===== src/rtl/reset_sequencer.sv =====
// Staged reset release gated on synchronised clock-generator locks, with per-stage
// fixed gaps or ack handshakes, ack timeout and lock-loss restart.
//
// state     | meaning
// WAIT_LOCK | all stage resets held, waiting for every lock flag
// HOLD      | locks present, counting HOLD_CYCLES before releasing stage 0
// RELEASE   | stage idx released, waiting on its gap count or ack
// RUN       | every stage released, o_all_ready high
// FAULT     | ack timed out, resets held for HOLD_CYCLES before retrying
module reset_sequencer #(
   parameter int NUM_LOCKS      = 3,
   parameter int NUM_STAGES     = 3,
   parameter int SYNC_STAGES    = 2,
   parameter int HOLD_CYCLES    = 16,
   parameter int STAGE_GAP      = 8,
   parameter logic [NUM_STAGES-1:0] ACK_MASK = 3'b001,
   parameter int TIMEOUT_CYCLES = 65535
) (
   input  logic                  clock,
   input  logic                  reset,
   input  logic [NUM_LOCKS-1:0]  i_locked,
   input  logic [NUM_STAGES-1:0] i_stage_ack,
   output logic [NUM_STAGES-1:0] o_stage_reset,
   output logic                  o_all_ready,
   output logic                  o_timeout,
   output logic [7:0]            o_lock_loss_count,
   output logic [2:0]            o_state
);

   localparam int CNT_MAX = (HOLD_CYCLES > STAGE_GAP) ? HOLD_CYCLES : STAGE_GAP;
   localparam int CNT_W   = $clog2(CNT_MAX) + 1;
   localparam int TMO_W   = $clog2(TIMEOUT_CYCLES) + 1;
   localparam int IDX_W   = (NUM_STAGES > 1) ? $clog2(NUM_STAGES) : 1;

   localparam logic [CNT_W-1:0] HOLD_LOAD = CNT_W'(HOLD_CYCLES - 1);
   localparam logic [CNT_W-1:0] GAP_LOAD  = CNT_W'(STAGE_GAP - 1);
   localparam logic [TMO_W-1:0] TMO_LOAD  = TMO_W'(TIMEOUT_CYCLES - 1);
   localparam logic [IDX_W-1:0] LAST_IDX  = IDX_W'(NUM_STAGES - 1);

   typedef enum logic [2:0] {
      WAIT_LOCK = 3'd0,
      HOLD      = 3'd1,
      RELEASE   = 3'd2,
      RUN       = 3'd3,
      FAULT     = 3'd4
   } state_t;

   state_t                                 state;
   logic [SYNC_STAGES-1:0][NUM_LOCKS-1:0]  lock_sync;
   logic [SYNC_STAGES-1:0][NUM_STAGES-1:0] ack_sync;
   logic [CNT_W-1:0]                       cnt;
   logic [TMO_W-1:0]                       tmo_cnt;
   logic [IDX_W-1:0]                       idx;

   logic                  locks_ok;
   logic [NUM_STAGES-1:0] ack_s;
   logic                  ack_mode;
   logic                  stage_met;
   logic                  tmo_hit;

   assign locks_ok = &lock_sync[SYNC_STAGES-1];
   assign ack_s    = ack_sync[SYNC_STAGES-1];
   assign o_state  = state;

   always_comb begin
      ack_mode  = ACK_MASK[idx];
      stage_met = 1'b0;
      tmo_hit   = 1'b0;
      if (ack_mode) begin
         stage_met = ack_s[idx];
         tmo_hit   = !ack_s[idx] && (tmo_cnt == '0);
      end else begin
         stage_met = (cnt == '0);
      end
   end

   always_ff @(posedge clock) begin
      if (reset) begin
         state             <= WAIT_LOCK;
         lock_sync         <= '0;
         ack_sync          <= '0;
         cnt               <= '0;
         tmo_cnt           <= '0;
         idx               <= '0;
         o_stage_reset     <= '1;
         o_all_ready       <= 1'b0;
         o_timeout         <= 1'b0;
         o_lock_loss_count <= '0;
      end else begin
         lock_sync <= {lock_sync[SYNC_STAGES-2:0], i_locked};
         ack_sync  <= {ack_sync[SYNC_STAGES-2:0], i_stage_ack};

         case (state)
            WAIT_LOCK: begin
               o_stage_reset <= '1;
               o_all_ready   <= 1'b0;
               if (locks_ok) begin
                  state <= HOLD;
                  cnt   <= HOLD_LOAD;
               end
            end

            HOLD: begin
               if (!locks_ok) begin
                  state         <= WAIT_LOCK;
                  o_stage_reset <= '1;
                  o_all_ready   <= 1'b0;
                  if (o_lock_loss_count != 8'hFF)
                     o_lock_loss_count <= o_lock_loss_count + 8'd1;
               end else if (cnt == '0) begin
                  state            <= RELEASE;
                  o_stage_reset[0] <= 1'b0;
                  idx              <= '0;
                  cnt              <= GAP_LOAD;
                  tmo_cnt          <= TMO_LOAD;
               end else begin
                  cnt <= cnt - CNT_W'(1);
               end
            end

            RELEASE: begin
               if (!locks_ok) begin
                  state         <= WAIT_LOCK;
                  o_stage_reset <= '1;
                  o_all_ready   <= 1'b0;
                  if (o_lock_loss_count != 8'hFF)
                     o_lock_loss_count <= o_lock_loss_count + 8'd1;
               end else if (tmo_hit) begin
                  state         <= FAULT;
                  o_stage_reset <= '1;
                  o_all_ready   <= 1'b0;
                  o_timeout     <= 1'b1;
                  cnt           <= HOLD_LOAD;
               end else if (stage_met) begin
                  if (idx == LAST_IDX) begin
                     state       <= RUN;
                     o_all_ready <= 1'b1;
                  end else begin
                     // Lower bits are already clear, so clearing idx+1 keeps the thermometer.
                     o_stage_reset[idx + IDX_W'(1)] <= 1'b0;
                     idx     <= idx + IDX_W'(1);
                     cnt     <= GAP_LOAD;
                     tmo_cnt <= TMO_LOAD;
                  end
               end else begin
                  if (cnt != '0)
                     cnt <= cnt - CNT_W'(1);
                  if (tmo_cnt != '0)
                     tmo_cnt <= tmo_cnt - TMO_W'(1);
               end
            end

            RUN: begin
               if (!locks_ok) begin
                  state         <= WAIT_LOCK;
                  o_stage_reset <= '1;
                  o_all_ready   <= 1'b0;
                  if (o_lock_loss_count != 8'hFF)
                     o_lock_loss_count <= o_lock_loss_count + 8'd1;
               end
            end

            FAULT: begin
               o_stage_reset <= '1;
               o_all_ready   <= 1'b0;
               if (cnt == '0)
                  state <= WAIT_LOCK;
               else
                  cnt <= cnt - CNT_W'(1);
            end

            default: begin
               state         <= WAIT_LOCK;
               o_stage_reset <= '1;
               o_all_ready   <= 1'b0;
            end
         endcase
      end
   end

endmodule


===== config.mk =====
export PLATFORM = sky130hd
export DESIGN_NAME = reset_sequencer
export DESIGN_NICKNAME = d
export VERILOG_FILES = /design/src/rtl/reset_sequencer.sv
export SDC_FILE = /design/constraint.sdc
export NUM_CORES = 1
export LEC_CHECK = 0
export CAP_MARGIN = 30
export CORE_MARGIN = 1.5
export CORE_UTILIZATION = 61
export CTS_BUF_LIST = sky130_fd_sc_hd__clkbuf_16
export DETAILED_ROUTE_END_ITERATION = 10
export PLACE_DENSITY_LB_ADDON = 0.05
export SETUP_SLACK_MARGIN = 0.02
export SLEW_MARGIN = 30
export SYNTH_ARGS = -nofsm -noshare
export SYNTH_HDL_FRONTEND = slang
export SYNTH_SLANG_ARGS = --single-unit

===== constraint.sdc =====
create_clock -name clock -period 7.36 [get_ports clock]
set_input_delay 1.104 -clock clock [delete_from_list [all_inputs] [get_ports clock]]
set_output_delay 1.104 -clock clock [all_outputs]
set_load 0.02 [all_outputs]

# Word-level counts from Yosys, hierarchy flattened
# Cells that the tools add are included.
[op_classes] bitwise=3 reduce_logical=22 mux=58 order_cmp=3 eq_ne=26 add_sub_neg=4
[ops] operator="$mux W17" count=7
[ops] operator="$mux W5" count=9
[ops] operator="$mux W3" count=14
[ops] operator="$pmux W17 S2" count=1
[ops] operator="$ne A2 B2 Y1 const B" count=12
[ops] operator="$reduce_and A7 Y1" count=3
[ops] operator="$ne A4 B4 Y1 const B" count=5
[ops] operator="$pmux W5 S4" count=1
[ops] operator="$logic_not A17 Y1" count=1
[ops] operator="$reduce_bool A17 Y1" count=1
[ops] operator="$sub A17 B1 Y17 const B" count=1
[ops] operator="$pmux W3 S5" count=1
[ops] operator="$mux W2" count=7
[ops] operator="$mux W1" count=12
[ops] operator="$ne A3 B3 Y1 const B" count=3
[ops] operator="$pmux W3 S3" count=1
[ops] operator="$reduce_and A3 Y1" count=3
[ops] operator="$add A8 B1 Y8 const B" count=1
[ops] operator="$ne A8 B8 Y1 const B" count=1
[ops] operator="$reduce_and A4 Y1" count=2
[ops] operator="$eq A3 B2 Y1 const B" count=2
[ops] operator="$lt A2 B3 Y1 const B" count=2
[ops] operator="$reduce_and A6 Y1" count=1
[ops] operator="$logic_not A5 Y1" count=1
[ops] operator="22 further kinds" count=24
[word_totals] elab_cells=129 input_bits=8 regBits=52 output_inout_bits=16

# Longest topological paths before layout
# Gate-level depths: netlist of the first run.
[depth] depth_word=12 depth_mapped=10 depth_no_buf=8

# Worst setup path after synthesis of the first run
# Ideal clock, no wire load.
[synth_timing] path_type="flip-flop to flip-flop" from="reg tmo_cnt[6]" to="reg cnt[2]" period_less_slack_ns=2.537 required_time_ns=7.281 setup_slack_ns=4.823 setup_time_ns=0.079 arrival_ns=2.458 path_stages_with_launch=9 path_buffers=2 cell_sequence="dfxtp_1 > or4_1 > or3_1 > buf_2 > or4_1 > buf_6 > a21oi_4 > and4b_1 > a211oi_2"
[synth_between] elab_chain_len=6 elab_cells_between_ends=9 classes_between="eq/ne (2); mux (4); reduce/logical (3)"
[synth_rtl] element="start, declared" line="52" rtl="logic [TMO_W-1:0] tmo_cnt;"
[synth_rtl] element="start signal, assigned" line="149" rtl="tmo_cnt <= tmo_cnt - TMO_W'(1);"
[synth_rtl] element="$logic_not A17 Y1 (*)" line="71" rtl="tmo_hit = !ack_s[idx] && (tmo_cnt == '0);"
[synth_rtl] element="$logic_and A1 B1 Y1 (*)" line="71"
[synth_rtl] element="$mux W1 (*)" line="69" rtl="if (ack_mode) begin"
[synth_rtl] element="$mux W5" line="128" rtl="end else if (tmo_hit) begin"
[synth_rtl] element="$mux W5" line="122" rtl="if (!locks_ok) begin"
[synth_rtl] element="$pmux W5 S4" line="93" rtl="case (state)"
[synth_rtl] element="end signal, assigned" line="117" rtl="cnt <= cnt - CNT_W'(1);"
[synth_rtl] element="end signal, assigned" line="147" rtl="cnt <= cnt - CNT_W'(1);"
[synth_rtl] element="end signal, assigned" line="169" rtl="cnt <= cnt - CNT_W'(1);"
[synth_rtl] element="end, declared" line="51" rtl="logic [CNT_W-1:0] cnt;"
# Every way passes the cells marked *; elsewhere a longest branch is shown, timed or not. The select of a mux whose other input is x is not followed.
# A chain may end at the register's enable or synchronous reset.

# Worst setup path after layout of the first run
[layout_timing] from="reg cnt[0]" to="reg cnt[3]"
[layout_between] elab_chain_len=6 elab_cells_between_ends=16 classes_between="add/sub (1); eq/ne (3); mux (9); reduce/logical (3)"
[layout_rtl] element="$sub A5 B1 Y5 / $logic_not A5 Y1 (equally long branches)"
[layout_rtl] element="$mux W5 / $mux W1 (equally long branches)" line="146, 69"
[layout_rtl] element="$mux W5" line="134" rtl="end else if (stage_met) begin"
[layout_rtl] element="$mux W5" line="128"
[layout_rtl] element="$mux W5" line="122"
[layout_rtl] element="$pmux W5 S4" line="93"
# Parallel ways exist; a longest one is shown, timed or not. The select of a mux whose other input is x is not followed.

==> results of run 1 <==
[cells by family after synthesis]
logic type      synth area share [%]
simple gates                    28.2
mux                             1.18
buf+inv                         3.97
compound gates                  20.3
fa+ha+maj                       3.92
xor+xnor                        1.71
flops                           40.7
[power groups by stage]
stage | Combinational [mW] | Clock (mW) | Sequential (mW)
floorplan | 0.00913 | 0 | 0.291
global placement | 0.0137 | 0 | 0.291
detailed placement | 0.0141 | 0 | 0.292
CTS | 0.0140 | 0.230 | 0.285
global route | 0.0155 | 0.239 | 0.285
finish | 0.0141 | 0.225 | 0.285
[state kept, by name, summed over array words and instances, names as in the netlist]
| name | count |
|---|---|
| o_state | 3 |
| lock_sync | 6 |
| o_stage_reset | 3 |
| cnt | 5 |
| tmo_cnt | 17 |
| ack_sync | 3 |
| o_all_ready | 1 |
| idx | 2 |
| o_timeout | 1 |
| o_lock_loss_count | 8 |
| ack_s | 3 |
[cell type report]
| type | instances | area, sq um |
|---|---|---|
| tap | 50 | 62.6 |
| clock buffer | 5 | 125 |
| fill | 332 | 1040 |
| timing repair buffer | 25 | 245 |
| sequential | 52 | 1040 |
| multi-input combinational | 224 | 1420 |
| clock inverter | 3 | 20.0 |
| inverter | 10 | 37.5 |
[how the worst max path moves through the flow]
stage                      end  depth (start not counted)
global placement    tmo_cnt[9]                          8
global route            cnt[3]                          8
CTS                     cnt[3]                          8
finish                  cnt[3]                          8
detailed placement      cnt[3]                          8
floorplan               cnt[2]                          8
[metrics by stage]
stage	setup WS [ps]	area (sq um)	power [mW]	util, %
finish	4420	2960	0.525	73.9
global route	4220	2960	0.540	73.9
CTS	4440	2960	0.529	73.9
detailed placement	4450	2810	0.306	70.3
global placement	4450	2800	0.305	70.0
floorplan	4820	2550	0.300	-
[synthesized netlist by cell type, types with 2 or more instances]
cell | n | share of area, %
nand3_1 | 7 | 1.4
nand4_1 | 4 | 0.98
mux2i_1 | 3 | 1.2
dfxtp_1 | 52 | 41
xor2_1 | 4 | 1.4
a211oi_1 | 3 | 0.88
o21ai_0 | 14 | 2.7
a31oi_1 | 3 | 0.73
nand2_1 | 15 | 2.2
or4_1 | 4 | 1.2
nand3b_1 | 2 | 0.59
a21oi_1 | 27 | 5.3
clkbuf_1 | 8 | 1.2
nor2b_1 | 15 | 3.7
ha_1 | 8 | 3.9
buf_2 | 3 | 0.59
or3_1 | 5 | 1.2
or3_2 | 2 | 0.59
nor4_1 | 6 | 1.5
inv_1 | 10 | 1.5
nor3_1 | 12 | 2.4
o211ai_1 | 2 | 0.59
nor3b_1 | 2 | 0.59
a311oi_1 | 12 | 4.1
a211oi_2 | 2 | 0.98
and3_1 | 6 | 1.5
nor2_1 | 33 | 4.8
nand2b_1 | 10 | 2.4
[layer usage]
layer	wire length (um)	global-route usage, %	part of all wire, %
met3	198	4.50	3.6
met5	0	0	0
met4	82	7.91	1.5
met2	2560	43.1	47
met1	2650	31.9	48
==> flow_summary_export.csv, run 1 <==
group,metric,value,unit
min_path,hold_path_end,"lock_sync[5]",
die,initial_core_util,63.9,%
detailed_routing,avgRoutedWirePerCell,14.9,um
setup_path,critical-path-max-stage-delay,730,ps
setup_path,rr_startpoint,"cnt[0]",
status,outcome,"completed",
logic_synthesis,synthesized_netlist_net_count,315,
sta,rsz_0062_raised_after_global_routing,"false",
setup_path,setup.reg_to_reg.worst_slack,4420,ps
sta,final_setup_violation_count,0,
power,cell_internal_pwr,416,uW
logic_synthesis,synth_enable_flop_cells,0,
detailed_routing,vias,2223,
finish,post_route_cells_drive_above_1_share,6.58,%
finish,commonest_non_fill_non_tap_cells_in_the_layout,"dfxtp_1 (52), nor2_1 (33), a21oi_1 (27), clkdlybuf4s50_1 (23)",
finish,antenna_cells_inserted,0,
detailed_routing,dr.pass1.iters,4,
logic_synthesis,postSynth.asyncResetShare,0,%
die,core.rowCount,23,
power,power.static_leakage,1.03,nW
detailed_routing,vias_per_cell,6.02,
finish,layoutNonFillerInstCount,369,
logic_synthesis,synth.ff_latch_count,52,
grt,first_global_vias,1981,
sta,setup_tns,0,ps
detailed_routing,first_iter_violations,158,
power,switching_share,20.6,%
sta,finalHoldWorstSlack,438,ps
setup_path,setup.worst_path.end_class,"flop",
min_path,hold_path_class,"flop to flop",
power,combinational_group_share_of_total_power,2.7,%
die,num_io_pins,24,
clock_network,cts.sinks,52,
clock_network,clk_root_buffer_cell,"clkbuf_16",
finish,finish.net_count,334,
sta,drv_slew,0,
clock_network,clk_transition_reported_paths,60,ps
clock_network,cts-resized-gates,0,
grt,grt_antenna_before_repair,0,
die,fp.coreArea,4000,sq um
detailed_routing,remaining_drc_errors,0,
sta,max_freq,340,MHz
setup_path,reg2regPathDepth,8,
logic_synthesis,synth.avg_cell_area,8.54,sq um
sta,hold_viol,0,
sta,tightestPinTransition,863,ps
setup_path,required,7520,ps
power,clockPowerShare,43.0,%
setup_path,timing.setup.critical_path_class,"flop to flop",
sta,layout_min_cycle_time,2940,ps
clock_network,cts_htree_levels,2,
die,die-area,4590,sq um
setup_path,crit_chain,"inv_1 -> ha_1 -> nor4b_1 -> nor2_1 -> o21ai_0 -> o311ai_0 -> a21boi_0 -> o32ai_1",
setup_path,arrival,3100,ps
grt,grt-ovfl-total,0,
logic_synthesis,synthCells,299,
logic_synthesis,synthDistinctLibCells,53,
clock_network,cts_tree,"yes",
clock_network,post-cts-setup-buffers,0,
place,placed_cells_incl_taps,361,
place,dp_hpwl,3690,um
logic_synthesis,synth-main-ff-cell,"dfxtp_1",
power,power.net_switching,108,uW
finish,mostFrequentLayoutCell,"dfxtp_1",
detailed_routing,detail_route.wirelength,5500,um
setup_path,cp_num_buf_inv,1,
min_path,source_of_the_worst_hold_timing_path,"lock_sync[2]",
clock_network,cts-buffers-inserted,5,
grt,grt_start_max_net_pins,51,
sta,final.setup_skew,4.40,ps
power,seqPwrFrac,54.4,%
grt,grt_pass1_wl,8770,um
place,gp_congestion,0.836,
logic_synthesis,post_synth_instance_area,2550,sq um
clock_network,cts_hold_buffers,0,
setup_path,worstSetupStartpointType,"flop",
place,io_buffers,23,
run,maxCapViolCount,0,
detailed_routing,ant_nets,0,
power,pwr_density_cell,178,nW/um^2
die,die_h,67.7,um
sta,timing.max_slew.rel_slack,41.9,%
setup_path,r2r-end,"cnt[3]",
clock_network,worst_skew_pair.late_latency,290,ps
logic_synthesis,synth-seq-area-share,40.7,%
logic_synthesis,ys_warn_count,0,
setup_path,cp_top_family,"compound AO/OA/AOI/OAI gates",
power,power.ir.vdd_worst,0.000131,V
min_path,hold_path_depth,1,
sta,post-route-period-util,39.9,%
clock_network,cts_buffer_depth,2,
setup_path,slowest_stage,"o21ai_0",
finish,areaGrowthSynthToFinish,15.7,%
setup_path,critPathMaxFanout,6,
die,die_width,67.7,um
grt,gr-usage-all-layers,25.2,%
setup_path,cp-startpoint,"cnt[0]",
(Power assumes the default switching activity.)
==> inputs of run 2 (changes only) <==
--- a/config.mk
+++ b/config.mk
@@ -7,7 +7,7 @@
 export LEC_CHECK = 0
 export CAP_MARGIN = 30
 export CORE_MARGIN = 1.5
-export CORE_UTILIZATION = 61
+export CORE_UTILIZATION = 51
 export CTS_BUF_LIST = sky130_fd_sc_hd__clkbuf_16
 export DETAILED_ROUTE_END_ITERATION = 10
 export PLACE_DENSITY_LB_ADDON = 0.05
==> constraint.sdc (replaced) <==
create_clock -name clock -period 2.7 [get_ports clock]
set_input_delay 0.405 -clock clock [delete_from_list [all_inputs] [get_ports clock]]
set_output_delay 0.405 -clock clock [all_outputs]
set_load 0.02 [all_outputs]
==> run 2 against run 1 <==
Net effect: final cell count rose by 8.1%; worst setup slack got worse by 4300 ps; maximum frequency rose by 16%; die area rose by 19%; register-to-register slack got worse by 4300 ps; largest cell class unchanged; power rose to 3.1 times the previous value; clock power rose to 3.5 times the previous value; first-iteration DRC count fell by 26%; sequential cell count did not move; largest power group is now the clock network; hold slack got worse by 1.8 ps; highest routed layer unchanged.
==> flow_summary_export.csv, run 2 (synthesis gave the netlist of run 1 again) <==
group,metric,value,unit
detailed_routing,dr.pass1.iters,5,
setup_path,required,2890,ps
grt,gr-usage-all-layers,21.9,%
clock_network,cts_hold_buffers,0,
sta,final_setup_violation_count,0,
sta,rsz_0062_raised_after_global_routing,"false",
finish,fin_util,65.5,%
clock_network,cts_htree_levels,2,
die,fp.coreArea,4790,sq um
finish,antenna_cells_inserted,0,
sta,drv_slew,0,
sta,tightestPinTransition,608,ps
detailed_routing,avgRoutedWirePerCell,13.8,um
clock_network,cts.sinks,52,
setup_path,critPathMaxFanout,11,
detailed_routing,remaining_drc_errors,0,
detailed_routing,detail_route.wirelength,5500,um
place,io_buffers,23,
detailed_routing,vias_per_cell,5.78,
clock_network,cts-buffers-inserted,5,
sta,layout_min_cycle_time,2530,ps
sta,timing.max_slew.rel_slack,59.0,%
setup_path,setup.worst_path.end_class,"flop",
power,power.ir.vdd_worst,0.000346,V
detailed_routing,first_iter_violations,117,
finish,commonest_non_fill_non_tap_cells_in_the_layout,"dfxtp_1 (52), nor2_1 (33), a21oi_1 (27), clkdlybuf4s50_1 (23)",
setup_path,timing.setup.critical_path_class,"flop to flop",
power,pwr_density_cell,513,nW/um^2
finish,mostFrequentLayoutCell,"dfxtp_1",
clock_network,cts_tree,"yes",
sta,setup_tns,0,ps
run,maxCapViolCount,0,
die,num_io_pins,24,
sta,max_freq,394,MHz
clock_network,clk_root_buffer_cell,"clkbuf_16",
grt,grt-ovfl-total,0,
finish,multi_input_area,1420,sq um
grt,grt_pass1_wl,9230,um
detailed_routing,vias,2305,
finish,register_area,1040,sq um
setup_path,worstSetupStartpointType,"flop",
detailed_routing,ant_nets,0,
grt,grt_antenna_before_repair,0,
status,outcome,"completed",
finish,largest_register,"tmo_cnt",
finish,largest_registers_in_the_final_layout,"tmo_cnt: 17 flops, o_lock_loss_count: 8 flops, lock_sync: 6 flops",
finish,finish.net_count,348,
die,die-area,5440,sq um
grt,first_global_vias,2057,
clock_network,cts_buffer_depth,2,
finish,areaGrowthSynthToFinish,22.7,%
finish,largest_reg_flops,17,
place,dp_hpwl,3800,um
sta,final.setup_skew,3.45,ps
clock_network,worst_skew_pair.late_latency,290,ps
die,die_width,73.8,um
min_path,hold_path_class,"flop to flop",
finish,fillCellCount,416,
power,power.static_leakage,1.13,nW
setup_path,arrival,2720,ps
place,detailedPlace.worstSlack,88.1,ps
die,core.rowCount,25,
finish,post_route_cells_drive_above_1_share,11.1,%
grt,grt_start_max_net_pins,50,
power,power.total,1.61,mW
place,gp_congestion,0.823,
die,die_h,73.8,um
die,initial_core_util,53.4,%
sta,timing.final.ws_setup,165,ps
sta,hold_viol,0,
clock_network,clk_transition_reported_paths,60,ps
sta,post-route-period-util,93.9,%
[run 2: repair_timing]
action | CTS | global route
gates resized for setup | 0 | 4
endpoints found under the setup margin | 0 | 16
setup buffers | 0 | 2
[run 2: final cells by class]
class,instances,area share (%)
well taps,67,2.67
clock inverters,2,1.92
flip-flops and latches,52,33.2
repair buffers,39,11.6
clock buffers,5,3.99
multi-input cells,224,45.4
inverters,10,1.20
[run 2: per-layer routing]
layer	track usage, %	up-vias	wire length (um)
li1	-	1165	-
met5	0	-	0
met2	35.7	44	2650
met3	6.31	4	220
met1	28.5	1092	2610
met4	5.14	0	23
[run 2: worst paths after layout]
check	from	end	slack, ps	cells after the start
worst min-delay path	lock_sync[1]	lock_sync[4]	440	1
worst max register to register	tmo_cnt[7]	tmo_cnt[4]	170	6
worst min register to register	lock_sync[1]	lock_sync[4]	440	1
worst max-delay path	tmo_cnt[7]	tmo_cnt[4]	170	6
[run 2: per-stage QoR]
stage | hold WS (ps) | instance area [sq um] | cells
after detailed placement | 424 | 2920 | 389
after global placement | 417 | 2920 | 389
final | 436 | 3130 | 399
after floorplan | 414 | 2550 | 299
after global routing | 454 | 3130 | 399
after CTS | 440 | 3100 | 396
[run 2: critical path, stage by stage (launching register included)]
cell and delay [ps]:
dfxtp_1 350, or4_1 550, or3_4 390, or3_4 400, and3_2 300, buf_4 190, a311oi_1 260
[run 2: where the power goes]
| part | internal, mW | switching, mW |
|---|---|---|
| Combinational | 0.0198 | 0.0201 |
| Sequential | 0.775 | 0.00187 |
| Clock | 0.525 | 0.264 |
